[src/rtl/tower_collision_detector.sv]
// Frame-based player/tower collision detector: counts qualified overlap pixels per frame,
// raises one collision pulse per hit frame, and enforces a frame-count invulnerability window.
module tower_collision_detector #(
    parameter int TOWER_WIDTH        = 28,
    parameter int HIT_MARGIN_X       = 4,
    parameter int HIT_MARGIN_TOP     = 8,
    parameter int MIN_OVERLAP_PIXELS = 6,
    parameter int COOLDOWN_FRAMES    = 60
) (
    input  logic        clk,
    input  logic        reset,
    input  logic        startOfFrame,
    input  logic [10:0] pixelX,
    input  logic [10:0] pixelY,
    input  logic        towerDrawingRequest,
    input  logic [10:0] towerOffsetX,
    input  logic [10:0] towerOffsetY,
    input  logic        playerDrawingRequest,
    input  logic        pause,
    output logic        collision,
    output logic [10:0] hitX,
    output logic [10:0] hitY,
    output logic [3:0]  hitCount,
    output logic        invulnerable
);

    localparam int CD_W = (COOLDOWN_FRAMES < 2) ? 1 : $clog2(COOLDOWN_FRAMES + 1);
    localparam logic [10:0]     X_LO    = 11'(HIT_MARGIN_X);
    localparam logic [10:0]     X_HI    = 11'(TOWER_WIDTH - HIT_MARGIN_X);
    localparam logic [10:0]     Y_LO    = 11'(HIT_MARGIN_TOP);
    localparam logic [7:0]      MIN_OVL = 8'(MIN_OVERLAP_PIXELS);
    localparam logic [CD_W-1:0] CD_LOAD = CD_W'(COOLDOWN_FRAMES);
    localparam logic [CD_W-1:0] CD_ONE  = CD_W'(1);
    localparam logic [CD_W-1:0] CD_ZERO = CD_W'(0);
    localparam logic            HAS_CD  = (COOLDOWN_FRAMES > 0) ? 1'b1 : 1'b0;

    typedef enum logic [0:0] {
        ARMED    = 1'b0,
        COOLDOWN = 1'b1
    } state_t;

    // Margins carve the lethal core out of the bracket; offsets are unsigned.
    function automatic logic in_hit_zone(input logic [10:0] ox, input logic [10:0] oy);
        return (ox >= X_LO) && (ox < X_HI) && (oy >= Y_LO);
    endfunction

    function automatic logic [7:0] sat_inc8(input logic [7:0] v);
        return (v == 8'd255) ? v : v + 8'd1;
    endfunction

    function automatic logic [3:0] sat_inc4(input logic [3:0] v);
        return (v == 4'd15) ? v : v + 4'd1;
    endfunction

    state_t          state_r, state_nxt_s;
    logic [CD_W-1:0] cd_cnt_r, cd_cnt_nxt_s;
    logic [7:0]      overlap_cnt_r, overlap_cnt_nxt_s;
    logic            first_seen_r, first_seen_nxt_s;
    logic [10:0]     first_x_r, first_x_nxt_s;
    logic [10:0]     first_y_r, first_y_nxt_s;
    logic            collision_r;
    logic [10:0]     hit_x_r, hit_y_r;
    logic [3:0]      hit_count_r;
    logic            invulnerable_r;
    logic            counted_s;
    logic            hit_s;

    // Qualify the current pixel and the frame-boundary hit decision.
    always_comb begin
        counted_s = towerDrawingRequest & playerDrawingRequest
                  & in_hit_zone(towerOffsetX, towerOffsetY)
                  & ~pause & ~startOfFrame;
        hit_s     = startOfFrame & ~pause & (state_r == ARMED) & (overlap_cnt_r >= MIN_OVL);
    end

    // Per-frame overlap accumulation and first-pixel capture.
    always_comb begin
        overlap_cnt_nxt_s = overlap_cnt_r;
        first_seen_nxt_s  = first_seen_r;
        first_x_nxt_s     = first_x_r;
        first_y_nxt_s     = first_y_r;
        if (startOfFrame) begin
            overlap_cnt_nxt_s = 8'd0;
            first_seen_nxt_s  = 1'b0;
        end else if (counted_s) begin
            overlap_cnt_nxt_s = sat_inc8(overlap_cnt_r);
            if (!first_seen_r) begin
                first_seen_nxt_s = 1'b1;
                first_x_nxt_s    = pixelX;
                first_y_nxt_s    = pixelY;
            end else begin
                first_seen_nxt_s = first_seen_r;
            end
        end else begin
            overlap_cnt_nxt_s = overlap_cnt_r;
        end
    end

    // ARMED/COOLDOWN next state; the cooldown counter only moves on unpaused frame boundaries.
    always_comb begin
        state_nxt_s  = state_r;
        cd_cnt_nxt_s = cd_cnt_r;
        case (state_r)
            ARMED: begin
                if (hit_s && HAS_CD) begin
                    state_nxt_s  = COOLDOWN;
                    cd_cnt_nxt_s = CD_LOAD;
                end else begin
                    state_nxt_s  = ARMED;
                end
            end
            COOLDOWN: begin
                if (startOfFrame && !pause) begin
                    if (cd_cnt_r == CD_ONE) begin
                        state_nxt_s  = ARMED;
                        cd_cnt_nxt_s = CD_ZERO;
                    end else begin
                        cd_cnt_nxt_s = cd_cnt_r - CD_ONE;
                    end
                end else begin
                    state_nxt_s = COOLDOWN;
                end
            end
            default: begin
                state_nxt_s  = ARMED;
                cd_cnt_nxt_s = CD_ZERO;
            end
        endcase
    end

    // State register; reset overrides everything, including mid-frame and mid-cooldown.
    always_ff @(posedge clk) begin
        if (reset) begin
            state_r       <= ARMED;
            cd_cnt_r      <= CD_ZERO;
            overlap_cnt_r <= 8'd0;
            first_seen_r  <= 1'b0;
            first_x_r     <= 11'd0;
            first_y_r     <= 11'd0;
        end else begin
            state_r       <= state_nxt_s;
            cd_cnt_r      <= cd_cnt_nxt_s;
            overlap_cnt_r <= overlap_cnt_nxt_s;
            first_seen_r  <= first_seen_nxt_s;
            first_x_r     <= first_x_nxt_s;
            first_y_r     <= first_y_nxt_s;
        end
    end

    // Registered outputs: pulse and hit position land one cycle after the boundary.
    always_ff @(posedge clk) begin
        if (reset) begin
            collision_r    <= 1'b0;
            hit_x_r        <= 11'd0;
            hit_y_r        <= 11'd0;
            hit_count_r    <= 4'd0;
            invulnerable_r <= 1'b0;
        end else begin
            collision_r    <= hit_s;
            invulnerable_r <= (state_nxt_s == COOLDOWN);
            if (hit_s) begin
                hit_x_r     <= first_x_r;
                hit_y_r     <= first_y_r;
                hit_count_r <= sat_inc4(hit_count_r);
            end else begin
                hit_x_r     <= hit_x_r;
                hit_y_r     <= hit_y_r;
                hit_count_r <= hit_count_r;
            end
        end
    end

    assign collision    = collision_r;
    assign hitX         = hit_x_r;
    assign hitY         = hit_y_r;
    assign hitCount     = hit_count_r;
    assign invulnerable = invulnerable_r;

endmodule
[config.mk]
export PLATFORM = sky130hd
export DESIGN_NAME = tower_collision_detector
export DESIGN_NICKNAME = d
export VERILOG_FILES = /design/src/rtl/tower_collision_detector.sv
export SDC_FILE = /design/constraint.sdc
export NUM_CORES = 1
export LEC_CHECK = 0
export ABC_CLOCK_PERIOD_IN_PS = 2600
export CAP_MARGIN = 10
export CORE_MARGIN = 10
export CORE_UTILIZATION = 35
export DETAILED_ROUTE_END_ITERATION = 10
export DONT_BUFFER_PORTS = 1
export GPL_TIMING_DRIVEN = 0
export SLEW_MARGIN = 20
export SYNTH_ARGS = -nofsm -noshare
export SYNTH_HDL_FRONTEND = slang
export SYNTH_SLANG_ARGS = --single-unit
[constraint.sdc]
create_clock -name clk -period 2.6 [get_ports clk]
set_input_delay 0.13 -clock clk [delete_from_list [all_inputs] [get_ports clk]]
set_output_delay 0.13 -clock clk [all_outputs]
set_load 0.005 [all_outputs]
## After elaboration in Yosys (flattened, before gate mapping)

Cells that the tools add are included.

- Bits in registers: 65
- Bits of input ports: 50
- Word-level logic and storage cells: 52

- Add/sub/neg operators: 3
- Order comparisons: 4
- Equality and inequality tests: 5
- Multiplexer cells: 8
- Bitwise logic cells: 13
- Reduce and logical (&&, ||, !) cells: 9

Operators with widths:

| kind | number |
|---|---|
| 6-bit two-way mux | 3 |
| 6-bit case mux with 2 select lines | 1 |
| 11-bit by 3-bit >= comparator with 1-bit output (second input constant) | 1 |
| 11-bit by 4-bit >= comparator with 1-bit output (second input constant) | 1 |
| 11-bit by 5-bit < comparator with 1-bit output (second input constant) | 1 |
| 8-bit by 1-bit adder with 8-bit output (second input constant) | 1 |
| 8-bit equality test (second input constant) | 1 |
| 8-bit by 3-bit >= comparator with 1-bit output (second input constant) | 1 |
| 1-bit bitwise AND | 7 |
| 6-bit by 1-bit equality test with 1-bit output (second input constant) | 1 |
| 1-bit NOT | 6 |
| 2-bit AND reduction | 3 |
| 6-bit by 1-bit subtractor with 6-bit output (second input constant) | 1 |
| 4-bit by 1-bit adder with 4-bit output (second input constant) | 1 |
| 4-bit equality test (second input constant) | 1 |
| 1-bit logical AND | 3 |
| 1-bit two-way mux | 3 |
| 3-bit AND reduction | 1 |
| 2-bit by 1-bit inequality test with 1-bit output (second input constant) | 1 |
| 2-bit inequality test (second input constant) | 1 |
| 1-bit case mux with 2 select lines | 1 |
| 2-bit OR reduction | 1 |
| 1-bit zero test | 1 |

## Longest topological paths before layout

Gate-level depths: netlist of the first run.

- Depth in word-level cells: 7
- Gate-level depth with buffers: 7
- Gate-level depth less buffers: 7

## Least setup slack after synthesis of the first run

Ideal clock, no wire load.

- Kind: flip-flop to flip-flop
- Start point: register overlap_cnt_r[0]
- End point: register overlap_cnt_r[4]
- Library setup time: 0.070 ns
- Data arrival time: 1.776 ns
- Data required time: 2.530 ns
- Slack: 0.755 ns
- Stages on the path, launching flop included: 8
- Period minus slack after synthesis: 1.845 ns
- Cell sequence: dfxtp_1 ha_1 and2_1 and4_1 and3_1 buf_2 or4_1 a21oi_1

- Cells in the longest elaborated chain, start to end: 3
- Elaborated cells on any way between the ends: 4
- Classes of those cells: add/sub (1); eq/ne (1); bitwise (1); reduce/logical (1)

RTL lines:

| what | RTL line | text |
|---|---|---|
| from (decl) | 57 | `logic [7:0] overlap_cnt_r, overlap_cnt_nxt_s;` |
| from (signal assigned) | 143 | `overlap_cnt_r <= overlap_cnt_nxt_s;` |
| branches (longest 3 deep; another with 8-bit by 1-bit adder with 8-bit output) | n/a |  |

Parallel ways; which one is timed is not known.
A chain may end at the register's enable or synchronous reset.

## Worst setup path after layout of the first run

- Start point: register overlap_cnt_r[1]
- End point: register overlap_cnt_r[5]

Same word-level chain as after synthesis.

==> metrics.txt, run 1 <==
status completed; unrepaired setup endpoints after global routing false; max cap viols 0; root buf cell clkbuf_8; clk slew on worst S/H paths ~0.07 ns; Slew @ Worst Pin between 0.8 and 0.9 ns; PortBufs 0; IO Pins a little under 80; largest net degree at the start of global routing 13; worst IR drop on VDD ~360 uV; Worst Setup End Kind flop; Starting Density 0.3615; TritonCTS clock tree done; gr ovfl total 0; Final TNS setup 0 ns; Die ar. between 0.01 and 0.015 mm^2; P&R area growth vs syn 22.73%; cell area after synthesis between 0.002 and 0.003 mm^2; startpoint types flop; RD Place Congestion 0.8308; vias per cell between 5 and 6; Num CTS Buffers 9; PwrDens 618.1 mW/mm^2; top cell type's share of synthesized area 0.4936; leakage dissipation around 1.0 nW; Post-synth ARST share 0; reg2reg setup slack 0.22 ns; clk buf depth 2; first-pass GRT wire length 11.07 mm; endpoints failing setup 0; Routed WL per cell roughly 15 um; Period Utilization, post-route 0.9172; Die H 106.8 um; max_slew headroom 0.4448; Post-CTS Setup Bufs 0; Syn Nets around 350; Synth area leaders dfxtp_1 (49%), mux2i_1 (9.5%), nand2_1 (7.4%), a21oi_1 (7.0%), nor2_1 (5.3%); initial antenna violation count 0; vias in the first global route between 2000 and 2500; First DRT Iteration DRCs 84; leading area contributor after synthesis dfxtp_1; syn avg cell area between 8 and 9 um^2; DRC viols 0; row cnt 31; hold crit path type primary input to flop; clk sinks 65; design area around 0.0032 mm^2; Routed Antenna Nets 0; TritonRoute pass-1 iters 4; HPWL Detailed approximately 4.8 mm; fin nets 390; Main synth FF type dfxtp_1; register area share after synthesis 0.4936; CP Max Fanout 7; total of fill cells in the finished design ~760; most frequent cell after synthesis dfxtp_1; Cell Area, Placed about 0.0028 mm^2; share of cells above drive strength 1 0.08824; die width 106.8 um; register bit total from synthesis between 60 and 70; gr usage total 0.1207; Fmax approximately 420 MHz; Final Skew around 0.014 ns; Crit path arrival time 2.67 ns; via count roughly 2200; H-tree Lvls 3; top cells by count, synth dfxtp_1 (65), nand2_1 (52), a21oi_1 (37), nor2_1 (37), mux2i_1 (25); Yosys warnings 0; clk_lat worst skew between 0.3 and 0.4 ns; DRT Wirelength 6.602 mm; fin. max-slew vios 0; antenna cells 0; critical path type flop to flop; cells after synthesis around 300; hold_ws 0.01925 ns; Tmin final roughly 2.4 ns; WP data required between 2 and 3 ns; Final Hold Fails 0; core area about 0.0073 mm^2; Post-synth EDFFs 0; Unique masters post-synth 40
## cell families after synthesis
| family | after synthesis | synth area share |
|---|---|---|
| mux | 25 | 0.09492 |
| buf+inv | 21 | 0.03702 |
| compound gates | 52 | 0.1120 |
| simple gates | 130 | 0.2354 |
| flops | 65 | 0.4936 |
| fa+ha+maj | 5 | 0.02373 |
| xor+xnor | 1 | 0.003323 |
## area by class of cell
| type | count | area [um^2] | share of cell area |
|---|---|---|---|
| buffer | 16 | 78.83 | 0.02436 |
| timing repair buffer | 25 | 250.2 | 0.07734 |
| clock buffer | 10 | 127.6 | 0.03944 |
| clock inverter | 6 | 91.34 | 0.02823 |
| tap | 99 | 123.9 | 0.03828 |
| inverter | 5 | 18.77 | 0.005800 |
| multi-input combinational | 213 | 1244 | 0.3844 |
| sequential | 65 | 1301 | 0.4022 |
## per-layer routing
metal	part of all wire	up-vias	track usage
met5	0	-	0
met4	0.023	0	0.06963
met3	0.063	11	0.03892
met2	0.50	47	0.2006
met1	0.41	1025	0.1327
li1	-	1120	-
## state kept, by name (all words and copies together) (netlist names)
register,flops
collision,1
first_seen_r,1
hitY,11
hitX,11
cd_cnt_r,6
first_y_r,11
first_x_r,11
invulnerable,1
hitCount,4
overlap_cnt_r,8
## critical path: stages, from the launching register on
cell and delay, ns:
dfxtp_1 0.35, ha_1 0.21, and2_1 0.18, and4_1 0.24
and3_1 0.18, buf_2 0.15, nor4_2 0.27, mux2i_1 0.20
dlygate4sd3_1 0.55
## placed cells by master (no fill, tap or decap), types with 2 or more instances in the layout
cell type | synthesis | layout
a21oi_1 | 37 | 37
a31oi_1 | 3 | 3
buf_2 | 4 | 4
bufinv_16 | 0 | 2
clkbuf_1 | 10 | 11
clkbuf_8 | 0 | 9
clkinv_4 | 0 | 2
dfxtp_1 | 65 | 65
dlygate4sd3_1 | 0 | 25
ha_1 | 5 | 5
inv_1 | 5 | 5
mux2i_1 | 25 | 25
nand2_1 | 52 | 52
nand3_1 | 6 | 6
nand3b_1 | 2 | 2
nand4b_1 | 2 | 2
nor2_1 | 37 | 37
nor3_1 | 8 | 8
nor4_2 | 2 | 3
nor4b_1 | 2 | 2
o21ai_0 | 2 | 2
o31ai_1 | 3 | 3
o41ai_1 | 2 | 2
or3_1 | 3 | 3
or4_1 | 4 | 4
## power by group
part / internal [W] / switching [W]
Sequential: 0.000995 / 0.0000000955
Clock: 0.000545 / 0.000400
Combinational: 0.0000335 / 0.0000263
Total: 0.00157 / 0.000427
## per-stage QoR
stage / utilization / setup slack (ns) / power, W / instances
floorplan: - / 0.7546 / 0.001040 / 299
global placement: 0.3785 / 0.3147 / 0.001048 / 398
detailed placement: 0.3785 / 0.3070 / 0.001049 / 398
CTS: 0.4429 / 0.1244 / 0.002028 / 439
global route: 0.4437 / 0.03409 / 0.002076 / 439
finish: 0.4437 / 0.2152 / 0.002000 / 439
## path summary, 6_finish.rpt
check	cells after the start	to	start
setup / recovery	8	overlap_cnt_r[5]$_SDFFE_PP0P_	overlap_cnt_r[1]$_SDFFE_PP0P_
hold / removal	3	invulnerable$_SDFF_PP0_	startOfFrame
setup reg to reg	8	overlap_cnt_r[5]$_SDFFE_PP0P_	overlap_cnt_r[1]$_SDFFE_PP0P_
hold reg to reg	2	hitY[3]$_SDFFE_PP0P_	first_y_r[3]$_SDFFE_PP0P_
## what timing repair did
item | 4_1_cts | 5_1_grt
hold buffers | 25 | 0
endpoints found under the setup margin | 0 | 1
endpoints found under the hold margin | 23 | 0
gates resized for setup | 0 | 1
Note: power is estimated with default switching activity, not from simulation.
==> run 2, diff against run 1 <==
--- a/config.mk
+++ b/config.mk
@@ -5,7 +5,7 @@
 export SDC_FILE = /design/constraint.sdc
 export NUM_CORES = 1
 export LEC_CHECK = 0
-export ABC_CLOCK_PERIOD_IN_PS = 2600
+export ABC_CLOCK_PERIOD_IN_PS = 3000
 export CAP_MARGIN = 10
 export CORE_MARGIN = 10
 export CORE_UTILIZATION = 35
==> constraint.sdc (replaced) <==
create_clock -name clk -period 3 [get_ports clk]
set_input_delay 0.15 -clock clk [delete_from_list [all_inputs] [get_ports clk]]
set_output_delay 0.15 -clock clk [all_outputs]
set_load 0.005 [all_outputs]
==> run 2 against run 1 <==
Net effect: clock power fell by 13%; utilization down 0.22 points; sequential power down 13%; power decreased by 13%; non-clock buffer count shrank 1; combinational power down 13%; design area down 0.50%; hold slack got worse by 0.0035 ns; flip-flop and latch count unchanged; routed wire length down 0.39%; global-route usage hardly changed; first-iteration DRC count grew 15%; critical path type unchanged; highest routed layer unchanged.
==> metrics.txt, run 2 (synthesized netlist as in run 1, its figures left out) <==
status completed; IO Pins just under 80; Final TNS setup 0 ns; unrepaired setup endpoints after global routing false; largest net degree at the start of global routing 13; FF-to-FF path depth 5; vias in the first global route between 2000 and 2500; startpoint types flop; met2 GRT Util 0.2002; HPWL Detailed 4.764 mm; worst IR drop on VDD about 310 uV; Worst path slowest cell a31oi_1; Slew @ Worst Pin approximately 0.83 ns; TritonRoute pass-1 iters 4; leading cell type in the layout, fill and taps excluded dfxtp_1; clk buf depth 2; CP Max Fanout 10; clk_lat worst skew 0.34 ns; Final Skew roughly 0.014 ns; Die H around 110 um; Flop pwr share 0.498; GR Util met3 0.03892; Die ar. 0.01140 mm^2; GRT met1 Usage 0.1317; clk slew on worst S/H paths approximately 0.070 ns; max cap viols 0; DRT Wirelength 6.576 mm; Starting Density 0.3615; switching share of total power 0.2129; fin nets 389; Crit path arrival time 2.54 ns; fin. max-slew vios 0; Fmax 439.9 MHz; Tmin final around 2.3 ns; worst-path cell chain or3b_2 -> a31oi_1 -> clkbuf_1 -> nand2_1 -> a21oi_1; CP max stage delay ~0.64 ns; hold depth 3; Num CTS Buffers 9; clock power share 0.472; total stage count of the critical path 5; root buf cell clkbuf_8; PortBufs 0; Final Hold Fails 0; switching pwr about 0.00037 W; die width between 100 and 150 um; Routed WL per cell between 15 and 20 um; row cnt 31; antenna cells 0; leakage dissipation 1.043 nW; First DRT Iteration DRCs 97; hold crit path type primary input to flop; vias per cell around 5; gr usage total 0.1202; via count around 2200; RD Place Congestion approximately 0.83; Routed Antenna Nets 0; clk sinks 65; PwrDens approximately 540 mW/mm^2; WP data required roughly 3.3 ns; initial antenna violation count 0; DRC viols 0; GR peak layer met2; endpoints failing setup 0; Comb power frac 0.030; gr ovfl total 0; WP buf/inv 1; internal power roughly 0.0014 W; P&R area growth vs syn 22.12%; TritonCTS clock tree done; max_slew headroom 0.4448; reg2reg setup slack 0.73 ns; design area roughly 0.0032 mm^2; H-tree Lvls 3; core area approximately 0.0073 mm^2; share of cells above drive strength 1 0.08555; Period Utilization, post-route 0.7577; critical path type flop to flop; first-pass GRT wire length approximately 11 mm; Cell Area, Placed around 0.0028 mm^2; Worst Setup End Kind flop; Post-CTS Setup Bufs 0; commonest cells after routing, fill and taps aside dfxtp_1 (65), nand2_1 (52), nor2_1 (37), a21oi_1 (37), mux2i_1 (25); CP top delay family compound AO/OA/AOI/OAI gates
run 2: layer usage:
layer | share of wire | up-vias
met5 | 0 | -
met4 | 0.023 | 0
met3 | 0.062 | 11
met2 | 0.50 | 47
met1 | 0.42 | 1033
li1 | - | 1118
run 2: layout make-up:
| type | instances | area (um^2) |
|---|---|---|
| Multi-Input combinational cell | 213 | 1237 |
| Inverter | 5 | 18.77 |
| Sequential cell | 65 | 1301 |
| Clock buffer | 10 | 127.6 |
| Fill cell | 758 | 4073 |
| Timing Repair Buffer | 24 | 240.2 |
| Clock inverter | 6 | 91.34 |
| Buffer | 16 | 78.83 |
| Tap cell | 99 | 123.9 |
run 2: timing repair:
item                                   CTS  global route
endpoints found under the hold margin   23             0
gates resized for setup                  0             0
hold buffers                            24             0
run 2: path summary, 6_finish.rpt:
path,startpoint,to
max,invulnerable$_SDFF_PP0_,hitX[7]$_SDFFE_PP0P_
min,startOfFrame,overlap_cnt_r[5]$_SDFFE_PP0P_
max reg2reg,invulnerable$_SDFF_PP0_,hitX[7]$_SDFFE_PP0P_
min reg2reg,first_y_r[3]$_SDFFE_PP0P_,hitY[3]$_SDFFE_PP0P_
run 2: power by group through the flow:
stage	combinational, W	clock [W]	sequential, W
2_1_floorplan	0.0000191	0	0.000882
3_3_place_gp	0.0000259	0	0.000882
3_5_place_dp	0.0000264	0	0.000882
4_1_cts	0.0000525	0.000843	0.000862
5_1_grt	0.0000572	0.000880	0.000862
6_report	0.0000517	0.000818	0.000862
run 2: stage by stage:
step	util	cells	hold WS (ns)	worst slack [ns]	power, W
3_3_place_gp	0.3785	398	0.2991	0.7147	0.0009083
2_1_floorplan	-	299	0.2972	1.155	0.0009015
5_1_grt	0.4415	438	0.05697	0.5007	0.001799
4_1_cts	0.4415	438	0.002083	0.6788	0.001758
3_5_place_dp	0.3785	398	0.3065	0.7070	0.0009088
6_report	0.4415	438	0.01570	0.7270	0.001732
run 2: worst min-delay path, stage by stage:
cell     delay, ns
nor2_1        0.03
nand2_1       0.06
mux2i_1       0.06
